### src/rtl/sc_acc_array_if.sv
// -----------------------------------------------------------------------------
// sc_acc_array_if
// Bus between the stochastic bit source and the sc_acc_array accumulator.
//   iStart : request to begin one accumulation window
//   iBit   : ADIM stochastic bits per lane, one entry per lane
//   oData  : last completed window count per lane (offset-binary)
//   oValid : one-cycle pulse when oData takes a new window result
//   oBusy  : high while a window is in progress
// Modports: master = bit source / consumer, slave = accumulator.
// -----------------------------------------------------------------------------
interface sc_acc_array_if #(
    parameter int IDIM = 4,
    parameter int ADIM = 32,
    parameter int IWID = 16
) ();
    logic            iStart;
    logic [ADIM-1:0] iBit  [IDIM];
    logic [IWID-1:0] oData [IDIM];
    logic            oValid;
    logic            oBusy;

    modport master (
        output iStart,
        output iBit,
        input  oData,
        input  oValid,
        input  oBusy
    );

    modport slave (
        input  iStart,
        input  iBit,
        output oData,
        output oValid,
        output oBusy
    );
endinterface

### src/rtl/sc_acc_array.sv
// -----------------------------------------------------------------------------
// sc_acc_array
// IDIM independent stochastic-computing accumulators. Each lane sums the
// popcount of its ADIM-bit input over a window of exactly 2**OWID consecutive
// cycles; the window total is published on oData with a one-cycle oValid pulse.
// The total is offset-binary around ADIM*2**OWID/2 and is consumed unchanged
// by the downstream activation stage.
//
// Ports:
//   clk     : single clock, rising edge
//   rst     : synchronous, active-high reset (priority over iStart)
//   bus     : sc_acc_array_if.slave (iStart, iBit, oData, oValid, oBusy)
//   o_state : current FSM state (0 = IDLE, 1 = ACCUM) for observation
//
// Handshake: iStart is sampled only in IDLE; the start cycle is sample 0.
// iStart seen during ACCUM is dropped, never queued. oValid rises in the cycle
// after the final sample; iStart in that cycle starts the next window with no
// gap. oData only changes at window completion or reset, so it never shows a
// partial sum.
// -----------------------------------------------------------------------------
module sc_acc_array #(
    parameter int IDIM = 4,
    parameter int ADIM = 32,
    parameter int OWID = 8,
    parameter int IWID = 16
) (
    input  logic                  clk,
    input  logic                  rst,
    sc_acc_array_if.slave         bus,
    output logic                  o_state
);
    localparam int PW = $clog2(ADIM + 1);

    localparam logic [0:0] S_IDLE  = 1'b0;
    localparam logic [0:0] S_ACCUM = 1'b1;

    localparam logic [OWID-1:0] CNT_LAST = {OWID{1'b1}};
    localparam logic [OWID-1:0] CNT_ONE  = OWID'(1);

    // The full-window total must fit the accumulator width.
    generate
        if (IWID < $clog2(ADIM * (2 ** OWID) + 1)) begin : g_width_check
            $error("sc_acc_array: IWID too small for ADIM*2**OWID");
        end
    endgenerate

    logic [0:0]      r_state;
    logic [OWID-1:0] r_cnt;
    logic [IWID-1:0] r_acc  [IDIM];
    logic [IWID-1:0] r_data [IDIM];
    logic            r_valid;
    logic [PW-1:0]   w_pop  [IDIM];

    function automatic logic [PW-1:0] popcnt(input logic [ADIM-1:0] v);
        logic [PW-1:0] s;
        s = '0;
        for (int j = 0; j < ADIM; j++) begin
            s = s + PW'(v[j]);
        end
        return s;
    endfunction

    always_comb begin
        for (int i = 0; i < IDIM; i++) begin
            w_pop[i] = popcnt(bus.iBit[i]);
        end
    end

    always_ff @(posedge clk) begin
        if (rst) begin
            r_state <= S_IDLE;
            r_cnt   <= '0;
            r_valid <= 1'b0;
            for (int i = 0; i < IDIM; i++) begin
                r_acc[i]  <= '0;
                r_data[i] <= '0;
            end
        end else begin
            r_valid <= 1'b0;
            case (r_state)
                S_IDLE: begin
                    if (bus.iStart) begin
                        // Start cycle contributes sample 0.
                        r_state <= S_ACCUM;
                        r_cnt   <= CNT_ONE;
                        for (int i = 0; i < IDIM; i++) begin
                            r_acc[i] <= IWID'(w_pop[i]);
                        end
                    end
                end
                S_ACCUM: begin
                    if (r_cnt == CNT_LAST) begin
                        // Final sample goes straight into the published total.
                        r_state <= S_IDLE;
                        r_cnt   <= '0;
                        r_valid <= 1'b1;
                        for (int i = 0; i < IDIM; i++) begin
                            r_data[i] <= r_acc[i] + IWID'(w_pop[i]);
                        end
                    end else begin
                        r_cnt <= r_cnt + CNT_ONE;
                        for (int i = 0; i < IDIM; i++) begin
                            r_acc[i] <= r_acc[i] + IWID'(w_pop[i]);
                        end
                    end
                end
                default: begin
                    r_state <= S_IDLE;
                    r_cnt   <= '0;
                end
            endcase
        end
    end

    assign bus.oData  = r_data;
    assign bus.oValid = r_valid;
    assign bus.oBusy  = (r_state == S_ACCUM);
    assign o_state    = r_state;

endmodule

### src/flat_wrapper.sv
// flat-port wrapper written by rule: the top's interface ports become plain ports
module sc_acc_array_flat 
#(
    parameter int IDIM = 4,
    parameter int ADIM = 32,
    parameter int OWID = 8,
    parameter int IWID = 16
)
  (clk, rst, o_state, bus_iStart, bus_iBit, bus_oData, bus_oValid, bus_oBusy);
  sc_acc_array_if #(.IDIM(IDIM), .ADIM(ADIM), .IWID(IWID)) bus_i ();
  input  logic clk;
  input  logic rst;
  output logic o_state;
  input wire logic [$bits(bus_i.iStart)-1:0] bus_iStart;
  input wire logic [$bits(bus_i.iBit)-1:0] bus_iBit;
  output wire logic [$bits(bus_i.oData)-1:0] bus_oData;
  output wire logic [$bits(bus_i.oValid)-1:0] bus_oValid;
  output wire logic [$bits(bus_i.oBusy)-1:0] bus_oBusy;
  assign bus_i.iStart = bus_iStart;
  assign bus_i.iBit = {>>{bus_iBit}};
  assign bus_oData = {>>{bus_i.oData}};
  assign bus_oValid = bus_i.oValid;
  assign bus_oBusy = bus_i.oBusy;
  sc_acc_array #(.IDIM(IDIM), .ADIM(ADIM), .OWID(OWID), .IWID(IWID)) u_core (.clk(clk), .rst(rst), .bus(bus_i), .o_state(o_state));
endmodule
### config.mk
export PLATFORM = sky130hd
export DESIGN_NAME = sc_acc_array_flat
export DESIGN_NICKNAME = d
export VERILOG_FILES = /design/src/rtl/sc_acc_array_if.sv /design/src/rtl/sc_acc_array.sv /design/src/flat_wrapper.sv
export SDC_FILE = /design/constraint.sdc
export NUM_CORES = 1
export LEC_CHECK = 0
export BUFFER_PORTS_ARGS = -buffer_cell sky130_fd_sc_hd__buf_2
export CAP_MARGIN = 5
export CORE_MARGIN = 2
export CORE_UTILIZATION = 45
export CTS_CLUSTER_SIZE = 12
export DETAILED_ROUTE_END_ITERATION = 8
export GPL_ROUTABILITY_DRIVEN = 0
export PLACE_DENSITY_LB_ADDON = 0.15
export SKIP_LAST_GASP = 1
export SYNTH_ARGS = -nofsm -noshare
export SYNTH_HDL_FRONTEND = slang
export SYNTH_SLANG_ARGS = --single-unit
### constraint.sdc
create_clock -name clk -period 16.32 [get_ports clk]
set_input_delay 1.632 -clock clk [delete_from_list [all_inputs] [get_ports clk]]
set_output_delay 1.632 -clock clk [all_outputs]
set_load 0.005 [all_outputs]
==> qor.yml <==
drt:
  drc: 0
  dr.pass1.iters: 5
  routed_via_density: 4.85
  drt_iter0_markers: 334
  routed_wl_mm: 20.5
  wl_per_cell_um: 13.9
  ant_nets: 0
  vias: 7185
final_layout:
  finalNetCount: 1482
  fillCellCount: 1986
  drive_gt1_share_pct: 19.7
  diodes: 0
  postLayoutCellArea_mm2: 0.0115
  syn2layout_area_growth_pct: 18.5
die:
  rows: 53
  initial_core_util_pct: 46.0
  dieArea_mm2: 0.0227
  die_height_um: 151
  ios: 198
  core_mm2: 0.0211
  die_w_um: 151
timing:
  finalHoldViolations: 0
  rsz0062_at_grt: "false"
  max_freq_mhz: 128
  final-max-slew-violation-count: 0
  max_slew_margin_pct: 40.2
  post-route-period-util_pct: 47.9
  worst_pin_slew_ns: 0.893
  layout_min_cycle_time_ns: 7.82
  fin_worst_skew_ns: 0.0112
  finalSetupViolations: 0
  fin_ws_ns: 8.50
  fin_tns_setup_ns: 0
synth:
  synth.avg_cell_area_um2: 9.68
  yosys.area.top_type: "fa_1"
  synth_cell_types: 54
  synth-seq-cells: 138
  netlist_area_mm2: 0.00969
  synth_area_leaders: "fa_1 21%, dfxtp_1 17%, edfxtp_1 17%, inv_1 7.9%, ha_1 7.6%"
  synth_seq_area_share_pct: 34.1
  ys_top_cells_by_count: "204 x inv_1, 100 x fa_1, 93 x nand2_1"
  yosysMostFrequentCell: "inv_1"
  synth_top_area_share_pct: 20.7
  async_flop_share_pct: 0
  synth-edff-count: 54
  synth_ff_type: "dfxtp_1"
  synth_cells: 1001
  syn_nets: 1291
  yosysWarnings: 0
critical_path:
  crit_chain: "buf_2 > ha_1 > inv_1 > fa_1 > fa_1 > fa_1 > fa_1 > fa_1 > fa_1 > fa_1 > fa_1 > o21ai_0 > a21oi_1 > xnor2_1 > ha_1 > a21o_1 > a221oi_1 > nor3b_1 > xnor2_1 > nor2_1"
  cp.required_ns: 16.46
  cp_max_fo: 5
  slowest_stage: "a221oi_1"
  cp.arrival_ns: 7.97
  cp_slowest_stage_delay_ns: 0.67
  start_kind: "primary input"
  critical_path.endpoint_type: "register"
  cp_common_cell: "fa_1"
  reg2reg_slack_ns: 13.72
  path_class: "in2reg"
clock_tree:
  clockBufferDepth: 2
  clockRootBuffer: "clkbuf_16"
  htree_levels: 4
  cts.sinks: 138
  cts_tree: "done"
  cts_resized: 0
  cts_buffers: 17
  hold_buffers: 0
  path_clk_slew_ns: 0.06
  postCtsSetupRepairBufs: 0
  clk_latency_ns: 0.42
place:
  dp_hpwl_mm: 15.9
  place_ws_ns: 8.06
  postPlaceCellArea_mm2: 0.0109
  port_buffers: 197
global_route:
  grt_pass1_vias: 7057
  grt_pass1_wl_mm: 33.8
  grt_use_met3_pct: 3.67
  grtUsageMet2_pct: 31.7
  antenna_found_initial: 0
  busiest_layer: "met2"
  use_met1_pct: 25.2
  track_usage_pct: 18.8
  grt_max_degree: 57
  overflow: 0
worst_hold_path:
  holdCritPathClass: "reg2reg"
job:
  drv_cap: 0
outcome:
  status: "finished clean"
## critical path, delay by kind of cell
family,cells,cell delay [ns]
adders and majority gates,10,4.30
AOI/OAI and AO/OA,4,1.16
buffers and inverters,2,0.17
xor gates and xnor gates,2,0.48
and+or+nand+nor,2,0.21
## cells in the final DEF, fill, tap and decap left out, types with 18 or more instances in the layout
master,instances
dfxtp_1,84
ha_1,59
o21ai_0,79
a21oi_1,28
xnor2_1,43
xor2_1,27
nand2_1,93
a22o_1,25
clkbuf_16,18
buf_2,197
edfxtp_1,54
nor2_1,58
inv_1,204
fa_1,100
## area by class of cell
class | count | area [µm²] | share of cell area, %
clock buffers | 20 | 458 | 3.99
clock inverters | 12 | 96.3 | 0.839
inverters | 204 | 766 | 6.67
multi-input cells | 630 | 5500 | 47.9
flip-flops and latches | 138 | 3300 | 28.8
well taps | 275 | 344 | 3.00
repair buffers | 201 | 1020 | 8.85
## cell families after synthesis
group	Yosys count	share of synthesized area, %
buffers and inverters	233	9.21
DFF	138	34.1
and+or+nand+nor	219	10.4
adders and majority gates	159	28.3
AOI/OAI and AO/OA	182	11.7
xor gates and xnor gates	70	6.33
## metrics by stage
step	util, %	cells	hold WS, ns
after CTS	54.5	1480	0.446
final	54.5	1480	0.443
after detailed placement	51.8	1448	0.434
after floorplan	-	1001	0.431
after global placement	51.8	1448	0.428
after global routing	54.5	1480	0.471
## state kept, by name, summed over array words and instances, names as in the netlist
signal,count
u_core.r_cnt,8
u_core.bus.oBusy,1
u_core.bus.oValid,1
u_core.r_acc,64
u_core.bus.oData,64
## layer usage
metal,wire length [µm],share of wire [%]
met1,9630,47
met2,9720,47
met3,1020,5.0
met4,165,0.80
met5,0,0
## worst paths after layout
kind / startpoint / depth (start not counted) / end
worst max-delay path: bus_iBit[0] / 20 / u_core.r_acc[3][9]$_SDFFCE_PN0P_
worst min-delay path: u_core.bus.oData[22]$_SDFFE_PP0P_ / 2 / u_core.bus.oData[22]$_SDFFE_PP0P_
worst max register to register: u_core.r_acc[3][0]$_DFFE_PP_ / 8 / u_core.r_acc[3][10]$_SDFFCE_PN0P_
worst min register to register: u_core.bus.oData[22]$_SDFFE_PP0P_ / 2 / u_core.bus.oData[22]$_SDFFE_PP0P_
Power is not shown: default switching activity piles up to over one toggle a cycle in this logic, so the estimate is an artifact.
